`src/rtl/sym_mod_pk.sv`:
```
// sym_mod_pk: packed-stream symbol mapper.
// Takes DW_IN-bit words from a Wishbone-style slave port. It repacks the bits
// LSB-first into 1/2/4/6-bit symbols and Gray-maps each symbol onto a W-bit
// I/Q constellation point. At end of frame it zero-pads the last partial
// symbol, and it holds its output under downstream backpressure.
module sym_mod_pk #(
    parameter int W     = 16,
    parameter int DW_IN = 8,
    parameter int CW    = 16
) (
    input  logic              CLK_I,
    input  logic              RST_I,
    input  logic [DW_IN-1:0]  DAT_I,
    input  logic              CYC_I,
    input  logic              STB_I,
    input  logic              WE_I,
    output logic              ACK_O,
    input  logic [1:0]        MOD,
    output logic [2*W-1:0]    DAT_O,
    output logic              CYC_O,
    output logic              STB_O,
    output logic              WE_O,
    input  logic              ACK_I,
    output logic [CW-1:0]     SYM_CNT
);

    localparam int ACC_W = DW_IN + 6;
    localparam int CNT_W = $clog2(ACC_W + 1);

    localparam logic [1:0] ST_IDLE  = 2'd0;
    localparam logic [1:0] ST_RUN   = 2'd1;
    localparam logic [1:0] ST_FLUSH = 2'd2;

    // round(a / sqrt(n)): smallest x with (2x+1)^2 * n > 4a^2, found by bisection
    function automatic longint round_div_sqrt(input longint a, input longint n);
        longint lo, hi, mid;
        lo = 0;
        hi = a;
        for (int unsigned i = 0; i < 64; i++) begin
            if (lo < hi) begin
                mid = (lo + hi) / 2;
                if ((2 * mid + 1) * (2 * mid + 1) * n > 4 * a * a) hi = mid;
                else lo = mid + 1;
            end
        end
        return lo;
    endfunction

    localparam longint A_R   = (longint'(1) << (W - 1)) - 1;
    localparam longint K2_R  = round_div_sqrt(A_R, 2);
    localparam longint K16_R = round_div_sqrt(A_R, 10);
    localparam longint K64_R = round_div_sqrt(A_R, 42);

    localparam logic [W-1:0] V_A    = W'(A_R);
    localparam logic [W-1:0] V_K2   = W'((K2_R > A_R) ? A_R : K2_R);
    localparam logic [W-1:0] L16_1  = W'((K16_R > A_R) ? A_R : K16_R);
    localparam logic [W-1:0] L16_3  = W'((3 * K16_R > A_R) ? A_R : 3 * K16_R);
    localparam logic [W-1:0] L64_1  = W'((K64_R > A_R) ? A_R : K64_R);
    localparam logic [W-1:0] L64_3  = W'((3 * K64_R > A_R) ? A_R : 3 * K64_R);
    localparam logic [W-1:0] L64_5  = W'((5 * K64_R > A_R) ? A_R : 5 * K64_R);
    localparam logic [W-1:0] L64_7  = W'((7 * K64_R > A_R) ? A_R : 7 * K64_R);

    localparam logic [CNT_W-1:0] PUSH_LIM = CNT_W'(ACC_W - DW_IN);
    localparam logic [CNT_W-1:0] DW_C     = CNT_W'(DW_IN);

    // 3-bit Gray: bit0 is the sign, bits[2:1] select the magnitude 1/3/5/7
    function automatic logic [W-1:0] gray3(input logic [2:0] b);
        logic [W-1:0] mag;
        case (b[2:1])
            2'b01:   mag = L64_1;
            2'b11:   mag = L64_3;
            2'b10:   mag = L64_5;
            default: mag = L64_7;
        endcase
        return b[0] ? mag : -mag;
    endfunction

    // 2-bit Gray: bit0 is the sign, bit1 selects the magnitude 1/3
    function automatic logic [W-1:0] gray2(input logic [1:0] b);
        logic [W-1:0] mag;
        mag = b[1] ? L16_1 : L16_3;
        return b[0] ? mag : -mag;
    endfunction

    logic [1:0]       state_q, state_d;
    logic [1:0]       mode_q, mode_d;
    logic [ACC_W-1:0] acc_q, acc_d;
    logic [CNT_W-1:0] cnt_q, cnt_d;
    logic [2*W-1:0]   dat_q, dat_d;
    logic             stb_q, stb_d;
    logic             cyc_q, cyc_d;
    logic [CW-1:0]    sym_cnt_q, sym_cnt_d;

    logic [CNT_W-1:0] k;
    logic [CNT_W-1:0] pop_amt;
    logic             free, pop, push;
    logic [W-1:0]     re_v, im_v;

    // Handshake decode: bits per symbol, input accept, output pop and its width
    always_comb begin
        case (mode_q)
            2'b11:   k = CNT_W'(6);
            2'b10:   k = CNT_W'(4);
            2'b00:   k = CNT_W'(2);
            default: k = CNT_W'(1);
        endcase
        free    = !stb_q || ACK_I;
        push    = CYC_I && STB_I && WE_I && (state_q == ST_RUN) && (cnt_q <= PUSH_LIM);
        pop     = free && ((cnt_q >= k) ||
                  ((state_q == ST_FLUSH) && (cnt_q != '0) && (cnt_q < k)));
        pop_amt = '0;
        if (pop) pop_amt = (cnt_q >= k) ? k : cnt_q;
    end

    // Symbol mapping from the low accumulator bits (bits at/above cnt are always zero)
    always_comb begin
        re_v = '0;
        im_v = '0;
        case (mode_q)
            2'b11: begin
                re_v = gray3(acc_q[2:0]);
                im_v = gray3(acc_q[5:3]);
            end
            2'b10: begin
                re_v = gray2(acc_q[1:0]);
                im_v = gray2(acc_q[3:2]);
            end
            2'b00: begin
                re_v = acc_q[0] ? V_K2 : -V_K2;
                im_v = acc_q[1] ? V_K2 : -V_K2;
            end
            default: begin
                re_v = acc_q[0] ? V_A : -V_A;
                im_v = '0;
            end
        endcase
    end

    // Next-state: accumulator push/pop, output register, symbol count, frame FSM
    always_comb begin
        state_d   = state_q;
        mode_d    = mode_q;
        cyc_d     = cyc_q;
        sym_cnt_d = sym_cnt_q;
        dat_d     = dat_q;
        stb_d     = stb_q;

        if (stb_q && ACK_I) sym_cnt_d = sym_cnt_q + CW'(1);

        if (pop) begin
            dat_d = {im_v, re_v};
            stb_d = 1'b1;
        end else if (free) begin
            stb_d = 1'b0;
        end

        // New word lands right above the bits that survive this cycle's pop
        acc_d = (acc_q >> pop_amt) |
                (push ? (ACC_W'(DAT_I) << (cnt_q - pop_amt)) : '0);
        cnt_d = cnt_q - pop_amt + (push ? DW_C : '0);

        case (state_q)
            ST_IDLE: begin
                if (CYC_I) begin
                    mode_d    = MOD;
                    acc_d     = '0;
                    cnt_d     = '0;
                    sym_cnt_d = '0;
                    cyc_d     = 1'b1;
                    state_d   = ST_RUN;
                end
            end
            ST_RUN: begin
                if (!CYC_I) state_d = ST_FLUSH;
            end
            ST_FLUSH: begin
                if ((cnt_q == '0) && free) begin
                    cyc_d   = 1'b0;
                    state_d = ST_IDLE;
                end
            end
            default: state_d = ST_IDLE;
        endcase
    end

    // State registers, asynchronous active-high reset
    always_ff @(posedge CLK_I or posedge RST_I) begin
        if (RST_I) begin
            state_q   <= ST_IDLE;
            mode_q    <= 2'b00;
            acc_q     <= '0;
            cnt_q     <= '0;
            dat_q     <= '0;
            stb_q     <= 1'b0;
            cyc_q     <= 1'b0;
            sym_cnt_q <= '0;
        end else begin
            state_q   <= state_d;
            mode_q    <= mode_d;
            acc_q     <= acc_d;
            cnt_q     <= cnt_d;
            dat_q     <= dat_d;
            stb_q     <= stb_d;
            cyc_q     <= cyc_d;
            sym_cnt_q <= sym_cnt_d;
        end
    end

    assign ACK_O   = push;
    assign DAT_O   = dat_q;
    assign STB_O   = stb_q;
    assign WE_O    = stb_q;
    assign CYC_O   = cyc_q;
    assign SYM_CNT = sym_cnt_q;

endmodule
```
`config.mk`:
```
export PLATFORM = sky130hd
export DESIGN_NAME = sym_mod_pk
export DESIGN_NICKNAME = d
export VERILOG_FILES = /design/src/rtl/sym_mod_pk.sv
export SDC_FILE = /design/constraint.sdc
export NUM_CORES = 1
export LEC_CHECK = 0
export CAP_MARGIN = 20
export CORE_ASPECT_RATIO = 0.6
export CORE_MARGIN = 3
export CORE_UTILIZATION = 45
export CTS_BUF_LIST = sky130_fd_sc_hd__clkbuf_2
export DETAILED_ROUTE_END_ITERATION = 10
export PLACE_DENSITY = 0.79
export SLEW_MARGIN = 5
export SYNTH_ARGS = -nofsm -noshare
export SYNTH_HDL_FRONTEND = slang
export SYNTH_SLANG_ARGS = --single-unit
export TNS_END_PERCENT = 30
```
`constraint.sdc`:
```
create_clock -name CLK_I -period 4.2 [get_ports CLK_I]
set_input_delay 0.84 -clock CLK_I [delete_from_list [all_inputs] [get_ports CLK_I]]
set_output_delay 0.84 -clock CLK_I [all_outputs]
set_load 0.005 [all_outputs]
```
== Word-level counts from Yosys, hierarchy flattened ==
Cells that the tools add are included.

* Input bits: 16
* Output and inout port bits: 52
* Bits in registers: 72

* Multiplexer cells: 36
* Reduce and logical (&&, ||, !) cells: 21
* Bitwise logic cells: 1
* Add/subtract/negate cells: 7
* Shifts and indexed selects: 2
* $lt $le $gt $ge: 3
* Eq/ne operators: 13

{| class="wikitable"
|+ Operators by type and width
! cell !! number
|-
| two-way mux 16 bit || 12
|-
| case mux 16 bit (3 select lines) || 2
|-
| case mux 15 bit (3 select lines) || 2
|-
| two-way mux 14 bit || 3
|-
| negation 15 -> 16 bit || 2
|-
| negation 16 bit || 2
|-
| two-way mux 15 bit || 2
|-
| two-way mux 4 bit || 5
|-
| adder 16 x 1 -> 16 bit (second input constant) || 1
|-
| equality test 2 bit (second input constant) || 7
|-
| bitwise OR 14 bit || 1
|-
| << shifter 8 x 4 -> 14 bit || 1
|-
| >> shifter 14 x 4 -> 14 bit || 1
|-
| logical AND 1 bit || 9
|-
| case mux 3 bit (3 select lines) || 1
|-
| equality test 2 x 1 -> 1 bit (second input constant) || 3
|-
| two-way mux 2 bit || 3
|-
| case mux 2 bit (3 select lines) || 1
|-
| AND reduction 3 bit || 2
|-
| adder 4 bit || 1
|-
| greater-or-equal comparator 4 bit || 1
|-
| <= comparator 4 x 3 -> 1 bit (second input constant) || 1
|-
| zero test 2 bit || 2
|-
| zero test 4 bit || 1
|-
| other kinds (11) || 17
|}

== Longest topological paths before layout ==
* Word-level depth: 13
* Gate-level depth with buffers: 18
* Mapped depth without buffers: 15

== Worst setup path before layout ==
No wires, ideal clock.

* Path type: reg-to-reg
* Start point: reg mode_q[1]
* End point: reg acc_q[4]
* Period minus slack after synthesis: 4.196 ns
* Path buffers: 1
* Data required time: 4.100 ns
* Setup time: 0.100 ns
* Slack: 0.004 ns
* Cell stages (with the launch flop): 16
* Arrival: 4.096 ns
* Cell sequence: dfrtp_1 > inv_1 > ha_1 > clkbuf_1 > o21bai_1 > ha_1 > a211oi_4 > o21ai_4 > mux2i_2 > inv_2 > fa_1 > xnor2_1 > o2111ai_1 > and3_1 > a32o_1 > a311oi_1

* Word-level cells in the longest chain between the ends: 13
* Elaborated cells between the ends (all ways): 18

{| class="wikitable"
|+ RTL lines
! what !! line !! RTL
|-
| from (decl) || 86 || <nowiki>logic [1:0] mode_q, mode_d;</nowiki>
|-
| from (signal assigned) || 199 || <nowiki>mode_q <= mode_d;</nowiki>
|-
| equality test 2 bit / zero test 2 bit (equally long branches) || 101 || <nowiki>case (mode_q)</nowiki>
|-
| case mux 3 bit (3 select lines) * || 101 ||
|-
| less-than comparator 4 bit || 110 || <nowiki>((state_q == ST_FLUSH) && (cnt_q != '0) && (cnt_q < k)));</nowiki>
|-
| logical AND 1 bit || 110 ||
|-
| logical OR 1 bit || 109 || <nowiki>pop = free && ((cnt_q >= k) ||</nowiki>
|-
| logical AND 1 bit || 109 ||
|-
| two-way mux 4 bit * || 112 || <nowiki>if (pop) pop_amt = (cnt_q >= k) ? k : cnt_q;</nowiki>
|-
| subtractor 4 bit || 159 || <nowiki>(push ? (ACC_W'(DAT_I) << (cnt_q - pop_amt)) : '0);</nowiki>
|-
| << shifter 8 x 4 -> 14 bit || 159 ||
|-
| two-way mux 14 bit || 159 ||
|-
| bitwise OR 14 bit * || 158 || <nowiki>acc_d = (acc_q >> pop_amt) |</nowiki>
|-
| two-way mux 14 bit || 164 || <nowiki>if (CYC_I) begin</nowiki>
|-
| two-way mux 14 bit * || 162 || <nowiki>case (state_q)</nowiki>
|-
| net acc_d[4] || 87 || <nowiki>logic [ACC_W-1:0] acc_q, acc_d;</nowiki>
|-
| to (signal assigned) || 191 || <nowiki>acc_q <= '0;</nowiki>
|-
| to (signal assigned) || 200 || <nowiki>acc_q <= acc_d;</nowiki>
|-
| to (decl) || 87 ||
|}

Mark *: on every way through the listed nets, which the timed path passes. The rest lies on a longest branch.
A chain may end at the register's enable or synchronous reset.

== Final worst setup path ==
Same ends and word-level chain as after synthesis.

==> results.md <==
- Layout Cell Area excl Fill: 5820 µm²
- Average wire per cell in the routed design: roughly 17 µm
- LEAKAGE: roughly 2.5 nW
- Minimum clock period: 4010 ps
- Boundary Pins: a little under 70
- Share of power burned in the clock network: 0.085
- Crit. End Element: flop
- Area after detailed placement: 5630 µm²
- Startpoint kind of the worst setup timing path: flop
- Setup skew after layout: 29.6 ps
- Post-route DRC violation count: 0
- Area growth, synth to finish: 22.9%
- Wire length of the first global-routing pass: 20,800 µm
- Via count: 4,284
- Die Wd: around 140 µm
- Reg2reg setup slack: 190 ps
- Mean post-synth cell area: 8.92 µm²
- Effective utilization at floorplan: 0.471
- Average vias per placed instance: 5.74
- Clock tree from TritonCTS: done
- Internal power: 2.75 mW
- Max Transition Viols Final: 0
- Number of antenna violations at the first check in global routing: 0
- Clock latency on the worst-skew pair: about 530 ps
- Setup violations, final: 0
- Area of the mapped netlist: approximately 4700 µm²
- Proportion of power drawn by combinational gates: 0.696
- Endpoint required time on the critical path: 4630 ps
- Number of placed instances with taps included: ~730
- TritonCTS sink count: 70
- CTS Root Buffer Type: clkbuf_2
- Number of search-and-repair iterations in the first detailed-routing pass: 5
- Overall power after layout: between 5 and 6 mW
- Setup TNS Final: 0 ps
- Result of the run: completed
- Via count of the first global-routing pass: between 4,000 and 5,000
- Maximum fanout along the worst path: 37
- Total detailed-routing wirelength: 12,500 µm
- Classification of the worst-slack hold path: flop to flop
- Number of synthesized flops with an enable pin: 0
- Final hold viol count: 0
- Total CTS buffers: 9
- Flip-flop and latch count after synthesis: 70
- Fraction of synthesis flops using an asynchronous set or reset pin: 1.00
- Total of hold buffers inserted after clock tree synthesis: 0
- Count of non-filler cells in the finished layout: 746
- Sequential fraction of the synthesis area: 0.370
- Worst-case setup slack after placement: between 30 and 40 ps
- Critical path start-end classification: flop to flop
- Reg clk slew, reported paths: 190 ps
- CTS max path bufs: 2
- Total track usage: 0.216
- Net switching power of the design: 2.39 mW
- Number of standard cells after synthesis: around 530
- Vertical die dimension: 85.5 µm
- Core area: 10,100 µm²
- Worst endpoint data arrival time: 4430 ps
- Cell with the largest stage delay on the worst path: fa_2
- Number of routed nets with antenna violations: 0
- Sequential group share of total power: 0.218
- Total number of H-tree levels: 3
- Most common cell on crit path: ha_1
- Fraction of the cycle the final worst path needs: 0.954
- Fraction of layout instances using a drive strength above 1: 0.126
- Highest attainable clock frequency: 250 MHz
- Setup repair after global routing missed its margin: false
- Largest stage delay, worst path: 640 ps
- Fraction of power spent switching nets: 0.465
- Pwr per Cell Area: 882 nW/µm²
- Total area of multi-input combinational cells: 2800 µm²
- Netlist cell types: 65
- Sequence of cells on the critical path: inv_1 -> ha_1 -> buf_6 -> ha_1 -> nor2b_1 -> o21ai_4 -> mux2i_4 -> ha_2 -> fa_2 -> mux2i_2 -> o2111ai_1 -> and3_1 -> a32o_1 -> a311oi_1
- Remaining global-route overflow: 0
- Net count after synthesis: around 580
- Yosys synthesis warning count: 0
- Number of nets in the final layout: about 650
- Largest net degree at the start of global routing: 57
- Maximum Capacitance Violations: 0
- Most used flip-flop cell after synthesis: dfrtp_1
- Sequential Area: 1750 µm²
- Number of placement rows: 28
- Last weighted congestion value of the routability-driven placer: between 0.9 and 1
- HPWL after DPL: 9170 µm
- Number of fill cells: a little under 900
- # diodes: 0
- Worst vdd ir: 0.000464 V
- Worst Setup Slack, final: 192 ps
- Count of input and output buffers: 67
- Area of the die: 11,800 µm²
- Actual slew at the worst max-slew pin: between 600 and 700 ps
- DRC marker count from the first detailed-route iteration: 336
- Max-slew headroom: 0.563
[critical path, delay by kind of cell (launching register included)]
family / cells / cell delay (ps)
fa+ha+maj: 4 / 1330
compound gates: 4 / 780
simple gates: 2 / 490
mux: 2 / 470
flops: 1 / 460
buf+inv: 2 / 380
[cells in the final DEF (no fill, tap or decap), drive strengths merged, types with 20 or more instances in the layout]
| master | n |
|---|---|
| inv | 23 |
| mux2i | 21 |
| clkdlybuf4s50 | 67 |
| dfrtp | 70 |
| ha | 27 |
| o21ai | 42 |
| a21oi | 38 |
| buf | 28 |
| xor2 | 20 |
| nand2 | 64 |
| nor2 | 51 |
[per-layer routing]
metal	wire [µm]	vias up	GRT usage
met2	5340	209	0.313
met3	1170	23	0.0681
met1	5820	2021	0.318
met5	0	-	0
met4	135	0	0.0448
li1	-	2031	-
[cells in the mapped netlist, types with 3 or more instances]
master | instances | area [µm²]
a211oi_1 | 9 | 67.6
a21o_1 | 8 | 60.1
a21oi_1 | 38 | 190
a22oi_1 | 4 | 30.0
a31oi_1 | 3 | 18.8
and3_1 | 6 | 37.5
buf_4 | 5 | 37.5
clkbuf_1 | 20 | 75.1
dfrtp_1 | 70 | 1750
ha_1 | 27 | 338
inv_1 | 21 | 78.8
mux2_2 | 13 | 146
mux2i_1 | 19 | 190
mux4_2 | 4 | 90.1
nand2_1 | 64 | 240
nand2b_1 | 5 | 31.3
nand3_1 | 19 | 95.1
nand4_1 | 9 | 56.3
nor2_1 | 51 | 191
nor3_1 | 6 | 30.0
o211ai_1 | 3 | 22.5
o21a_1 | 5 | 37.5
o21ai_0 | 40 | 200
o31ai_1 | 4 | 30.0
or3_1 | 4 | 25.0
xnor2_1 | 5 | 43.8
xor2_1 | 20 | 175
[power by group through the flow]
stage / clock network, mW / registers, mW / logic (mW)
finish: 0.438 / 1.12 / 3.57
global route: 0.481 / 1.15 / 3.95
CTS: 0.451 / 1.12 / 3.42
detailed placement: 0 / 1.13 / 3.39
global placement: 0 / 1.12 / 3.31
floorplan: 0 / 1.07 / 2.32
[per-stage QoR]
step	hold WS, ps	utilization
floorplan	473	-
global placement	463	0.560
detailed placement	466	0.560
CTS	507	0.572
global route	531	0.579
finish	505	0.579
[final timing paths]
| check | end | cells after the start | startpoint |
|---|---|---|---|
| worst min-delay path | DAT_O[17] | 1 | DAT_O[17] |
| max in group asynchronous | cnt_q[0] | 3 | RST_I |
| worst max-delay path | acc_q[4] | 14 | mode_q[1] |
| worst max register to register | acc_q[4] | 14 | mode_q[1] |
| worst min register to register | DAT_O[17] | 1 | DAT_O[17] |
| min in group asynchronous | SYM_CNT[9] | 2 | RST_I |
[layout make-up]
class / instances / area share
Tap cell: 135 / 0.0290
Timing Repair Buffer: 95 / 0.152
Inverter: 24 / 0.0155
Multi-Input combinational cell: 407 / 0.481
Clock inverter: 5 / 0.0129
Clock buffer: 10 / 0.00859
Sequential cell: 70 / 0.301
[sequential cells by signal (all words and copies together), names as in the netlist]
signal	cells
mode_q	2
cnt_q	4
SYM_CNT	16
state_q	2
CYC_O	1
acc_q	14
DAT_O	30
STB_O	1
[cells by family after synthesis]
group           share of synthesized area
flops                               0.370
fa+ha+maj                          0.0755
simple gates                        0.169
mux                                 0.103
xor+xnor                           0.0462
buf+inv                            0.0496
compound gates                      0.187
[timing repair]
action,CTS,global route
setup buffers,0,4
resized for setup,1,8
pin swaps,0,3
endpoints found under the setup margin,1,3
gates cloned,0,0
No activity file was read; power rests on OpenSTA's default activity.
